**config.mk**
```make
export PLATFORM = sky130hd
export DESIGN_NAME = game_ctrl_fsm
export DESIGN_NICKNAME = d
export VERILOG_FILES = /design/src/rtl/game_ctrl_fsm.sv
export SDC_FILE = /design/constraint.sdc
export NUM_CORES = 1
export LEC_CHECK = 0
export BUFFER_PORTS_ARGS = -buffer_cell sky130_fd_sc_hd__buf_2
export CORE_MARGIN = 3
export CORE_UTILIZATION = 45
export CTS_CLUSTER_DIAMETER = 30
export DETAILED_ROUTE_END_ITERATION = 12
export PLACE_DENSITY = 0.68
export SLEW_MARGIN = 0
export SYNTH_ARGS = -nofsm -noshare
export SYNTH_HDL_FRONTEND = slang
export SYNTH_SLANG_ARGS = --single-unit
```
**constraint.sdc**
```tcl
create_clock -name clk -period 4.2 [get_ports clk]
set_clock_uncertainty 0.05 [all_clocks]
set_input_delay 0 -clock clk [delete_from_list [all_inputs] [get_ports clk]]
set_output_delay 0 -clock clk [all_outputs]
set_load 0.05 [all_outputs]
```
**src/rtl/game_ctrl_fsm.sv**
```systemverilog
// Multi-round whack-a-mole game controller: start/load/game/end sequencing, round timer and scoring.
// Optional pause support is enabled by defining GAME_PAUSE_EN.
module game_ctrl_fsm #(
  parameter int unsigned TIME_W     = 16,
  parameter int unsigned GAME_TICKS = 3000,
  parameter int unsigned NUM_ROUNDS = 3,
  parameter int unsigned ROUND_W    = 2,
  parameter int unsigned SCORE_W    = 8
) (
  input  logic               clk,
  input  logic               reset,
  input  logic               start_btn,
  input  logic               pause_btn,
  input  logic               tick,
  input  logic               load_done,
  input  logic               hit,
  input  logic               miss,
  output logic               state_start,
  output logic               state_game,
  output logic               state_game_end,
  output logic               load_req,
  output logic               load_sel,
  output logic [ROUND_W-1:0] round_idx,
  output logic [TIME_W-1:0]  time_left,
  output logic [SCORE_W-1:0] score,
  output logic [SCORE_W-1:0] misses
);

  typedef enum logic [2:0] {
    START     = 3'd0,
    LOAD_GAME = 3'd1,
    GAME      = 3'd2,
    LOAD_END  = 3'd3,
    GAME_END  = 3'd4,
    PAUSE     = 3'd5
  } state_t;

  state_t               state_q, state_d;
  logic                 start_q;
  logic [ROUND_W-1:0]   round_q, round_d;
  logic [TIME_W-1:0]    time_q, time_d;
  logic [SCORE_W-1:0]   score_q, score_d;
  logic [SCORE_W-1:0]   miss_q, miss_d;
  logic                 state_start_q, state_game_q, state_game_end_q;
  logic                 load_req_q, load_sel_q;
  logic                 start_press;
  logic                 pause_press;

  assign start_press = start_btn & ~start_q;

`ifdef GAME_PAUSE_EN
  logic pause_q;
  assign pause_press = pause_btn & ~pause_q;

  always_ff @(posedge clk or posedge reset) begin
    if (reset) pause_q <= 1'b1;
    else       pause_q <= pause_btn;
  end
`else
  logic unused_pause;
  assign unused_pause = pause_btn;
  assign pause_press  = 1'b0;
`endif

  always_comb begin
    state_d = state_q;
    round_d = round_q;
    time_d  = time_q;
    score_d = score_q;
    miss_d  = miss_q;
    case (state_q)
      START: begin
        if (start_press) begin
          state_d = LOAD_GAME;
          round_d = '0;
          score_d = '0;
          miss_d  = '0;
        end
      end
      LOAD_GAME: begin
        if (load_done) begin
          state_d = GAME;
          time_d  = TIME_W'(GAME_TICKS);
        end
      end
      GAME: begin
        if (hit && score_q != '1) score_d = score_q + 1'b1;
        if (miss && miss_q != '1) miss_d = miss_q + 1'b1;
        // End of round wins over a pause press in the same cycle
        if (tick) time_d = time_q - 1'b1;
        if (tick && time_q == TIME_W'(1)) begin
          if (round_q < ROUND_W'(NUM_ROUNDS - 1)) begin
            state_d = LOAD_GAME;
            round_d = round_q + 1'b1;
          end else begin
            state_d = LOAD_END;
          end
        end else if (pause_press) begin
          state_d = PAUSE;
        end
      end
      LOAD_END: begin
        if (load_done) state_d = GAME_END;
      end
      GAME_END: begin
        if (start_press) state_d = START;
      end
`ifdef GAME_PAUSE_EN
      PAUSE: begin
        if (pause_press) state_d = GAME;
      end
`endif
      default: state_d = START;
    endcase
  end

  always_ff @(posedge clk or posedge reset) begin
    if (reset) begin
      state_q          <= START;
      start_q          <= 1'b1;
      round_q          <= '0;
      time_q           <= '0;
      score_q          <= '0;
      miss_q           <= '0;
      state_start_q    <= 1'b1;
      state_game_q     <= 1'b0;
      state_game_end_q <= 1'b0;
      load_req_q       <= 1'b0;
      load_sel_q       <= 1'b0;
    end else begin
      state_q          <= state_d;
      start_q          <= start_btn;
      round_q          <= round_d;
      time_q           <= time_d;
      score_q          <= score_d;
      miss_q           <= miss_d;
      state_start_q    <= (state_d == START);
      state_game_q     <= (state_d == GAME);
      state_game_end_q <= (state_d == GAME_END);
      load_req_q       <= (state_d == LOAD_GAME) || (state_d == LOAD_END);
      load_sel_q       <= (state_d == LOAD_END);
    end
  end

  assign state_start    = state_start_q;
  assign state_game     = state_game_q;
  assign state_game_end = state_game_end_q;
  assign load_req       = load_req_q;
  assign load_sel       = load_sel_q;
  assign round_idx      = round_q;
  assign time_left      = time_q;
  assign score          = score_q;
  assign misses         = miss_q;

endmodule

```
### Word-level counts from Yosys, hierarchy flattened

Index checks and enable logic that the tools add are counted.

| storage, ports and cells | value |
|---|---|
| register bits | 43 |
| bits of input ports | 8 |
| output and inout bits | 39 |
| logic and storage cells | 67 |

| cells by class | value |
|---|---|
| add/subtract/negate cells | 4 |
| magnitude comparators | 1 |
| eq/ne operators | 18 |
| multiplexer cells | 19 |
| bitwise logic cells | 2 |
| reductions and logical operators | 12 |

Operator list:

| operator | number |
|---|---|
| 16-bit 2-to-1 mux | 2 |
| 16-bit case mux with 2 select lines | 1 |
| 8-bit case mux with 2 select lines | 2 |
| 8-bit 2-to-1 mux | 3 |
| 8-bit by 1-bit adder with 8-bit output, second input constant | 2 |
| 16-bit by 1-bit == test with 1-bit output, second input constant | 1 |
| 8-bit inequality test, second input constant | 2 |
| 16-bit by 1-bit subtractor with 16-bit output, second input constant | 1 |
| 3-bit 2-to-1 mux | 5 |
| 3-bit case mux with 5 select lines | 1 |
| 2-bit inequality test, second input constant | 7 |
| 3-bit by 2-bit == test with 1-bit output, second input constant | 4 |
| 3-bit AND reduction | 3 |
| 2-bit 2-to-1 mux | 4 |
| 3-bit by 1-bit == test with 1-bit output, second input constant | 2 |
| 3-bit == test, second input constant | 2 |
| 3-bit logical NOT | 2 |
| 2-bit case mux with 2 select lines | 1 |
| 4-bit AND reduction | 1 |
| 2-bit nonzero test | 2 |
| 1-bit logical AND | 3 |
| 2-bit by 1-bit adder with 2-bit output, second input constant | 1 |
| 2-bit < comparator, second input constant | 1 |
| 1-bit bitwise AND | 1 |
| other kinds (2) | 2 |

### Logic depth before layout (Yosys ltp)

Gate-level depths: netlist (run 1).

| logic depth | value |
|---|---|
| depth after elaboration | 6 |
| gate-level depth with buffers | 6 |
| mapped depth without buffers | 6 |

### Worst setup path before layout (run 1)

OpenSTA, ideal clock, no wires.

| timing | value |
|---|---|
| path type | register -> register |
| start point | register time_q[1] (netlist: time_left[1]) |
| end point | register time_q[12] (netlist: time_left[12]) |
| library setup time | 0.077 ns |
| arrival | 1.878 ns |
| required time | 4.073 ns |
| slack | 2.195 ns |
| stages on the path, launching flop included | 7 |
| path buffers | 0 |
| clock period less this slack | 2.005 ns |
| path through | dfrtp_1 -> inv_1 -> ha_1 -> nor3b_2 -> o2111ai_2 -> or4_1 -> a21oi_1 |

| on the way | value |
|---|---|
| word-level cells in the longest chain between the ends | 3 |

RTL lines:

| what | RTL line | source |
|---|---|---|
| start: declaration | 41 | `logic [TIME_W-1:0] time_q, time_d;` |
| start signal: assignment | 134 | `time_q <= time_d;` |
| 16-bit by 1-bit subtractor with 16-bit output | 90 | `if (tick) time_d = time_q - 1'b1;` |
| 16-bit 2-to-1 mux | 90 |  |
| 16-bit case mux with 2 select lines | 71 | `case (state_q)` |

Every way passes these cells. The select of a mux whose other input is x is not followed.
A chain may end at the register's enable or synchronous reset.

### Final worst setup path (run 1)

Ends and elaborated chain as after synthesis.

==> qor.yml, run 1 <==
internal_power_uw: 971
period_share_pct: 47.4
cts.clk_slew.worst_paths_ns: 0.08
rsz0062_at_grt: "false"
grt_pass1_wl_microns: 8580
path_class: "reg -> reg"
insertion_delay_ns: 0.30
fmax_ghz: 0.502
h-tree-depth: 2
worst_slew_pin_slew_ns: 0.537
r2r_slack_ns: 2.21
crit_family: "simple AND/OR/NAND/NOR gates"
worstSetupPathDepth: 6
cts_tree: "built"
cts_setup_buffers: 0
synthesis.nets: 244
worstSetupStartpoint: "time_left[1]$_DFFE_PP0P_"
cts_root_buf: "clkbuf_8"
power_frac_clock_pct: 12.4
pwr-share-comb_pct: 51.0
ios: 47
wl_met3_microns: 194
powerDensity_nw_per_um2: 782
diodes: 0
nNetsFinal: 292
switching_share_pct: 53.8
yosys.area.top_type: "dfrtp_1"
coreArea_sq_um: 4850
yosysUniqueCellTypes: 51
first_pass_iters: 4
grt_pass1_vias: 1756
cp_cell_sequence: "inv_1 > ha_1 > nor3b_2 > o2111ai_2 > or4_1 > a21oi_1"
drt-total-wl_microns: 4810
hold-path-cell-count: 3
rr_endpoint: "time_left[12]$_DFFE_PP0P_"
maxSlewHeadroom_pct: 64.2
met1Wirelength_microns: 2290
min_period_ns: 1.99
synth-async-reset-ratio_pct: 100
port_buffers: 45
final_common_cell: "buf_2"
die-area_sq_um: 6010
synth-edff-count: 0
overflow: 0
reg2reg_from: "time_left[1]$_DFFE_PP0P_"
cp_num_buf_inv: 1
cp.arrival_ns: 2.17
drtIter0Drc: 108
synth.top_cells.by_area: "dfrtp_1, nand2_1, o21ai_0"
layout-drive-gt1-share_pct: 22.8
slowest_stage: "dfrtp_1"
min_path_type: "in -> reg"
top_layer_used: "met4"
wl_met2_microns: 2250
vias_per_cell: 5.49
ys_ff_latch: 43
gp_congestion: 0.779
drc_errors: 0
dp_hpwl_microns: 3370
antenna_left: 0
dieHeight_microns: 77.5
layout_common_cells: "buf_2, dfrtp_1, nand2_1"
status: "completed"
critPathLaunchType: "flip-flop"
p_switching_mw: 1.13
num_rows: 25
clock_sinks: 43
critPathRequiredTime_ns: 4.38
ys_seq_area_share_pct: 46.8
netlist_area_sq_um: 2300
routed-via-count: 1909
hold_viol: 0
finalSetupViolations: 0
critPathMaxStageDelay_ns: 0.45
wl_per_cell_microns: 13.8
seqPwrFrac_pct: 36.6
setup_tns_ns: 0
area_growth_pct: 16.9
maxCapViolCount: 0
die_x_microns: 77.5
synth_warnings: 0
cts_buffers: 5
endpoint_kind: "flip-flop"
synth_ff_type: "dfrtp_1"
crit_fanout: 5
avgSynthCellArea_sq_um: 9.92
synthCells: 232
netlist.area_leader.share_pct: 44.6
whs_ns: 0.00991
ff2ff_path_depth: 6
grt_max_degree: 44
endpoint: "time_left[12]$_DFFE_PP0P_"
clockBufferDepth: 2
antenna_found_initial: 0
peakVddDrop_mv: 0.479
globalRouteTotalUtil_pct: 17.7
initial_core_util_pct: 47.5
drv_slew: 0
p_leak_nw: 1.21
[power groups by stage]
stage                     clock [mW]  sequential [mW]  combinational [mW]
after floorplan                    0             1.20               0.413
after global placement             0            0.773                1.06
after detailed placement           0            0.775                1.08
after CTS                      0.268            0.770                1.08
after global routing           0.290            0.808                1.16
final                          0.260            0.770                1.07
[layer usage]
metal  GRT usage [%]  vias to the layer above
li1                -                      946
met1            25.1                      920
met2            26.5                       37
met3            3.94                        6
met4            6.94                        0
met5               0                        -
[flip-flops by register name, summed over array words and instances (netlist names), 2 cells and up]
name and cells:
time_left 16, misses 8, score 8, state_q 3
round_idx 2
[how the worst min path moves through the flow]
| stage | start | endpoint | slack, ns |
|---|---|---|---|
| after floorplan | start_btn | start_q$_DFF_PP1_ | -0.05 |
| after global placement | start_btn | start_q$_DFF_PP1_ | 0.07 |
| after detailed placement | start_btn | start_q$_DFF_PP1_ | 0.07 |
| after CTS | hit | score[2]$_DFFE_PP0P_ | 0.003 |
| after global routing | hit | score[2]$_DFFE_PP0P_ | 0.02 |
| final | hit | score[2]$_DFFE_PP0P_ | 0.01 |
[area by class of cell]
cell class	count	area, sq um
sequential	43	1080
fill	450	2160
timing repair buffer	49	263
clock inverter	2	12.5
inverter	12	45.0
clock buffer	6	72.6
multi-input combinational	169	1140
tap	67	83.8
[cells in the mapped netlist, types with 2 or more instances]
master and n:
nand2b_1 2, a31oi_1 2, nand3_1 11, or3_1 4
and3_1 3, nor4_4 2, nor2b_1 2, mux2i_1 5
o211ai_1 6, xor2_1 5, ha_1 4, xnor2_1 4
nor2_1 18, clkbuf_1 3, dfstp_2 2, a211oi_1 2
nand4_1 4, and2_1 2, inv_1 12, o21ai_0 15
nor4_1 3, nor3b_1 2, a21oi_1 12, dfrtp_1 41
or4_1 5, buf_2 4, o31ai_1 4, and4bb_2 2
nor3_1 5, nand4bb_1 3, nand2_1 23
[logic make-up (layout without fill, tap and decap cells)]
family / Yosys count / in the layout / synth area share, %
flip-flops: 43 / 43 / 46.8
multiplexers: 5 / 5 / 2.17
AND/OR/NAND/NOR: 100 / 100 / 26.1
XOR/XNOR: 9 / 9 / 3.42
adder cells (fa/ha/maj): 4 / 4 / 2.17
AO/OA/AOI/OAI: 51 / 51 / 15.5
buffers and inverters: 20 / 69 / 3.80
[stage by stage]
stage | cells | worst slack (ns) | cell area [sq um] | utilization [%] | total power [mW]
6_report | 348 | 2.21 | 2690 | 55.5 | 2.10
5_1_grt | 348 | 2.03 | 2690 | 55.5 | 2.26
4_1_cts | 348 | 2.21 | 2690 | 55.5 | 2.12
3_5_place_dp | 337 | 2.24 | 2580 | 53.1 | 1.85
3_3_place_gp | 337 | 2.26 | 2580 | 53.1 | 1.84
2_1_floorplan | 232 | 2.19 | 2300 | - | 1.61
[worst min-delay path, stage by stage]
cell     delay, ns
buf_2         0.12
a31oi_1       0.15
nor3_1        0.05
[repair_timing]
action                                 in CTS  in global routing
resized for setup                           0                  0
hold buffers                                3                  0
endpoints found under the hold margin      43                  0
Power figures use the tool's default switching activity.
==> inputs of run 2 (changes only) <==
- PLACE_DENSITY: 0.68 -> 0.7
- clock period: 4.2 -> 1.7 ns (I/O delays scaled with it)
==> qor.yml, run 2 (synthesized netlist as in run 1, its figures left out) <==
dp_hpwl_microns: 3750  # +11%
gp_congestion: 0.845  # +8.5%
globalRouteTotalUtil_pct: 18.9  # +1.2 points
cts_root_buf: "clkbuf_8"
coreArea_sq_um: 4850  # unchanged
antenna_left: 0  # unchanged
worst_slew_pin_slew_ns: 0.533  # -0.00361 ns
path_class: "reg -> reg"
maxSlewHeadroom_pct: 64.5  # +0.24 points
initial_core_util_pct: 47.5  # unchanged
clockBufferDepth: 2  # unchanged
diodes: 0  # unchanged
preCtsSetupSlack_ns: -0.0774  # -2.31 ns
area_growth_pct: 34.3
drt-total-wl_microns: 5560  # +16%
final_area_sq_um: 3090  # +15%
powerDensity_nw_per_um2: 1950  # +150%
cts_buffers: 5  # unchanged
fmax_ghz: 0.580  # +15%
nFillCells: 401  # -11%
die-area_sq_um: 6010  # unchanged
port_buffers: 45  # unchanged
period_share_pct: 101  # +54 points
peakVddDrop_mv: 1.19  # +150%
cp.arrival_ns: 1.90  # -0.27 ns
ios: 47  # unchanged
maxCapViolCount: 0  # unchanged
clock_sinks: 43  # unchanged
layout-drive-gt1-share_pct: 42.2  # +19 points
grt_max_degree: 44  # unchanged
routed-via-count: 2131  # +12%
vias_per_cell: 5.51  # +0.38%
h-tree-depth: 2  # unchanged
placed_area_sq_um: 2800  # +8.6%
p_leak_nw: 1.40  # +16%
antenna_found_initial: 0  # unchanged
wl_per_cell_microns: 14.4  # +4.0%
num_rows: 25  # unchanged
largest_reg_flops: 16  # unchanged
die_x_microns: 77.5  # unchanged
critPathRequiredTime_ns: 1.88  # -2.50 ns
failed_checks: "setup timing"
final_common_cell: "buf_2"
first_pass_iters: 4  # unchanged
setup_tns_ns: -0.0640  # -0.0640 ns
power_mw: 6.02  # +190%
min_period_ns: 1.72  # -0.267 ns
critPathLaunchType: "flip-flop"
status: "complete, but fails checks"
endpoint_kind: "flip-flop"
layout_common_cells: "buf_2, buf_4, nand2_1, dfrtp_1, nor2_1"
grt_pass1_wl_microns: 9300  # +8.5%
drtIter0Drc: 146  # +35%
grt_pass1_vias: 2017  # +15%
drc_errors: 0  # unchanged
worst_slack_ns: -0.0241  # -2.23 ns
drv_slew: 0  # unchanged
cts_tree: "built"
dieHeight_microns: 77.5  # unchanged
nNetsFinal: 331  # +13%
cts.clk_slew.worst_paths_ns: 0.08  # about the same
finalSetupViolations: 3  # +3
min_path_type: "in -> reg"
crit_fanout: 4  # -1
insertion_delay_ns: 0.30  # about the same
overflow: 0  # unchanged
rsz0062_at_grt: "true"
hold_viol: 0  # unchanged
-- run 2: worst max-delay path, cell delays in order, from the launching register on --
cell and delay [ns]:
dfrtp_2 0.43, nor4_4 0.38, nand2_1 0.17, or4_4 0.50, a21oi_2 0.12
-- run 2: metrics by stage --
step	hold slack, ns	util (%)	instances
4_1_cts	0.00905	61.9	383
3_3_place_gp	0.0778	57.7	363
6_report	0.00422	63.8	387
5_1_grt	0.0169	63.8	387
3_5_place_dp	0.0788	57.7	363
2_1_floorplan	-0.0455	-	232
-- run 2: power breakdown --
part           total [mW]  internal, mW  switching (mW)  leakage [nW]
Clock               0.721         0.371           0.350        0.0515
Sequential           1.87          1.42           0.447         0.522
Combinational        3.42          1.20            2.22         0.830
-- run 2: timing repair --
item	4_1_cts	5_1_grt
pin swaps	5	8
hold buffers	2	0
endpoints found under the hold margin	42	0
gates resized for setup	3	18
buffers inserted	10	4
endpoints found under the setup margin	7	26
cloned	0	0
-- run 2: routing by layer --
layer	up-vias	GRT usage (%)	share of wire, %
met2	53	31.7	49
li1	1021	-	-
met5	-	0	0
met3	7	3.83	5.2
met4	0	5.87	0.92
met1	1050	24.7	45
-- run 2: area by class of cell --
type | instances | area (sq um) | area share [%]
tap | 67 | 83.8 | 2.71
clock buffer | 8 | 100 | 3.24
multi-input combinational | 169 | 1200 | 38.8
sequential | 43 | 1100 | 35.7
timing repair buffer | 88 | 561 | 18.1
inverter | 12 | 45.0 | 1.46
-- run 2: final timing paths --
check	startpoint	end	slack (ns)	cells after the start
setup / recovery	time_left[5]$_DFFE_PP0P_	time_left[13]$_DFFE_PP0P_	-0.02	4
hold / removal	load_done	state_q[2]$_DFF_PP0_	0.004	3
setup reg to reg	time_left[5]$_DFFE_PP0P_	time_left[13]$_DFFE_PP0P_	-0.02	4
hold reg to reg	score[7]$_DFFE_PP0P_	score[7]$_DFFE_PP0P_	0.47	1
max in group asynchronous	reset	time_left[3]$_DFFE_PP0P_	0.88	4
min in group asynchronous	reset	misses[7]$_DFFE_PP0P_	0.32	4
==> inputs of run 3 (changes only) <==
==> constraint.sdc (replaced) <==
create_clock -name clk -period 1.7 [get_ports clk]
set_clock_uncertainty 0.05 [all_clocks]
set_input_delay 0.085 -clock clk [delete_from_list [all_inputs] [get_ports clk]]
set_output_delay 0.085 -clock clk [all_outputs]
set_load 0.05 [all_outputs]
==> qor.yml, run 3 (synthesized netlist as in run 1, its figures left out) <==
status: "complete, but fails checks"
failed_checks: "setup timing"
dp_hpwl_microns: 3760  # +0.27%
hp-start: "load_done"
antenna_found_initial: 0  # unchanged
gp_congestion: 0.821  # -2.8%
layout-drive-gt1-share_pct: 43.1  # +0.89 points
maxCapViolCount: 0  # unchanged
drtIter0Drc: 89  # -39%
diodes: 0  # unchanged
clockBufferDepth: 2  # unchanged
final_core_util_pct: 63.6  # -0.21 points
h-tree-depth: 2  # unchanged
cts_tree: "built"
layout_common_cells: "buf_2, buf_4, dfrtp_1"
met1Wirelength_microns: 2400  # -3.8%
cp_cell_sequence: "nor4_4 > nand2_1 > or4_4 > a21oi_2"
rsz0062_at_grt: "true"
endpoint_kind: "flip-flop"
whs_endpoint: "state_game_end$_DFF_PP0_"
wl_met3_microns: 205  # -29%
wl_per_cell_microns: 13.4  # -6.6%
dieHeight_microns: 77.5  # unchanged
min_period_ns: 1.73  # +0.00806 ns
final_area_sq_um: 3080  # -0.32%
area_growth_pct: 33.9
top_layer_used: "met4"
reg2reg_from: "time_left[4]$_DFFE_PP0P_"
drc_errors: 0  # unchanged
ff2ff_path_depth: 4  # unchanged
cp_num_buf_inv: 0  # unchanged
critPathLaunchType: "flip-flop"
port_buffers: 45  # unchanged
critPathMaxStageDelay_ns: 0.50  # about the same
antenna_left: 0  # unchanged
preCtsSetupSlack_ns: -0.0334  # +0.0440 ns
insertion_delay_ns: 0.28  # -0.02 ns
num_rows: 25  # unchanged
hold_viol: 0  # unchanged
overflow: 0  # unchanged
hold-path-cell-count: 3  # unchanged
r2r_slack_ns: -0.03  # about the same
initial_core_util_pct: 47.5  # unchanged
grt_max_degree: 44  # unchanged
routed-via-count: 2045  # -4.0%
peakVddDrop_mv: 1.37  # +14%
critPathRequiredTime_ns: 1.87  # about the same
nFillCells: 414  # +3.2%
rr_endpoint: "time_left[13]$_DFFE_PP0P_"
grt_pass1_wl_microns: 8810  # -5.3%
p_leak_nw: 1.39  # -0.94%
fmax_ghz: 0.577  # -0.47%
nNetsFinal: 329  # -0.60%
die-area_sq_um: 6010  # unchanged
path_class: "reg -> reg"
coreArea_sq_um: 4850  # unchanged
period_share_pct: 102  # +0.47 points
placed_area_sq_um: 2810  # +0.54%
die_x_microns: 77.5  # unchanged
multi_input_area_sq_um: 1210  # +1.3%
maxSlewHeadroom_pct: 64.2  # -0.31 points
worst_slack_ns: -0.0322  # -0.00806 ns
powerDensity_nw_per_um2: 1890  # -2.8%
finalSetupViolations: 3  # unchanged
cts_buffers: 5  # unchanged
vias_per_cell: 5.31  # -3.5%
grt_pass1_vias: 1884  # -6.6%
cp.arrival_ns: 1.90  # about the same
worst_slew_pin_slew_ns: 0.537  # +0.00459 ns
final_common_cell: "buf_2"
min_path_type: "in -> reg"
crit_fanout: 5  # +1
wl_met2_microns: 2500  # -8.1%
largest_reg_flops: 16  # unchanged
cts.clk_slew.worst_paths_ns: 0.08  # about the same
crit_family: "simple AND/OR/NAND/NOR gates"
seq_area_sq_um: 1100  # -0.11%
drv_slew: 0  # unchanged
drt-total-wl_microns: 5170  # -7.0%
first_pass_iters: 4  # unchanged
slowest_stage: "or4_4"
ios: 47  # unchanged
globalRouteTotalUtil_pct: 17.9  # -1.0 points
cts_root_buf: "clkbuf_8"
clock_sinks: 43  # unchanged
[run 3: worst max path at each step]
stage | cells after the start | slack [ns] | startpoint | end
floorplan | 6 | -0.13 | time_left[1]$_DFFE_PP0P_ | time_left[12]$_DFFE_PP0P_
global placement | 5 | 0.01 | state_q[0]$_DFF_PP0_ | misses[5]$_DFFE_PP0P_
detailed placement | 4 | -0.03 | time_left[4]$_DFFE_PP0P_ | time_left[12]$_DFFE_PP0P_
CTS | 4 | -0.04 | time_left[3]$_DFFE_PP0P_ | time_left[13]$_DFFE_PP0P_
global route | 5 | -0.12 | time_left[1]$_DFFE_PP0P_ | time_left[13]$_DFFE_PP0P_
finish | 4 | -0.03 | time_left[4]$_DFFE_PP0P_ | time_left[13]$_DFFE_PP0P_
[run 3: per-layer routing]
layer	track usage [%]	vias to the layer above
li1	-	1023
met1	24.4	969
met2	29.8	47
met3	2.78	6
met4	4.63	0
met5	0	-
[run 3: cell type report]
| class | count | share of cell area (%) |
|---|---|---|
| inverter | 12 | 1.46 |
| multi-input combinational | 169 | 39.4 |
| sequential | 43 | 35.8 |
| tap | 67 | 2.72 |
| clock inverter | 1 | 0.162 |
| timing repair buffer | 86 | 17.7 |
| clock buffer | 7 | 2.80 |
[run 3: worst reg2reg max path, cell delays in order (launching register included)]
cell and delay (ns):
dfrtp_2 0.43, nor4_4 0.38, nand2_1 0.16, or4_4 0.50, a21oi_2 0.14
[run 3: metrics by stage]
step           power, mW  TNS (ns)  hold slack [ns]  instances
2_1_floorplan       4.05    -0.307           0.0395        232
3_3_place_gp        4.91         0            0.160        365
3_5_place_dp        4.95   -0.0452            0.158        365
4_1_cts             5.69   -0.0586            0.105        380
5_1_grt             6.21    -0.708            0.114        385
6_report            5.83   -0.0947            0.114        385
[run 3: report_power, final]
| group | leakage (nW) | internal [mW] | switching [mW] |
|---|---|---|---|
| Clock | 0.0482 | 0.328 | 0.326 |
| Sequential | 0.524 | 1.42 | 0.459 |
| Combinational | 0.818 | 1.14 | 2.15 |
| Total | 1.39 | 2.89 | 2.93 |
[run 3: repair_timing]
item	CTS	global route
setup buffers	5	5
hold buffers	2	0
resized for setup	3	20
setup endpoints to repair	5	20
pin swaps	4	11
endpoints found under the hold margin	42	0
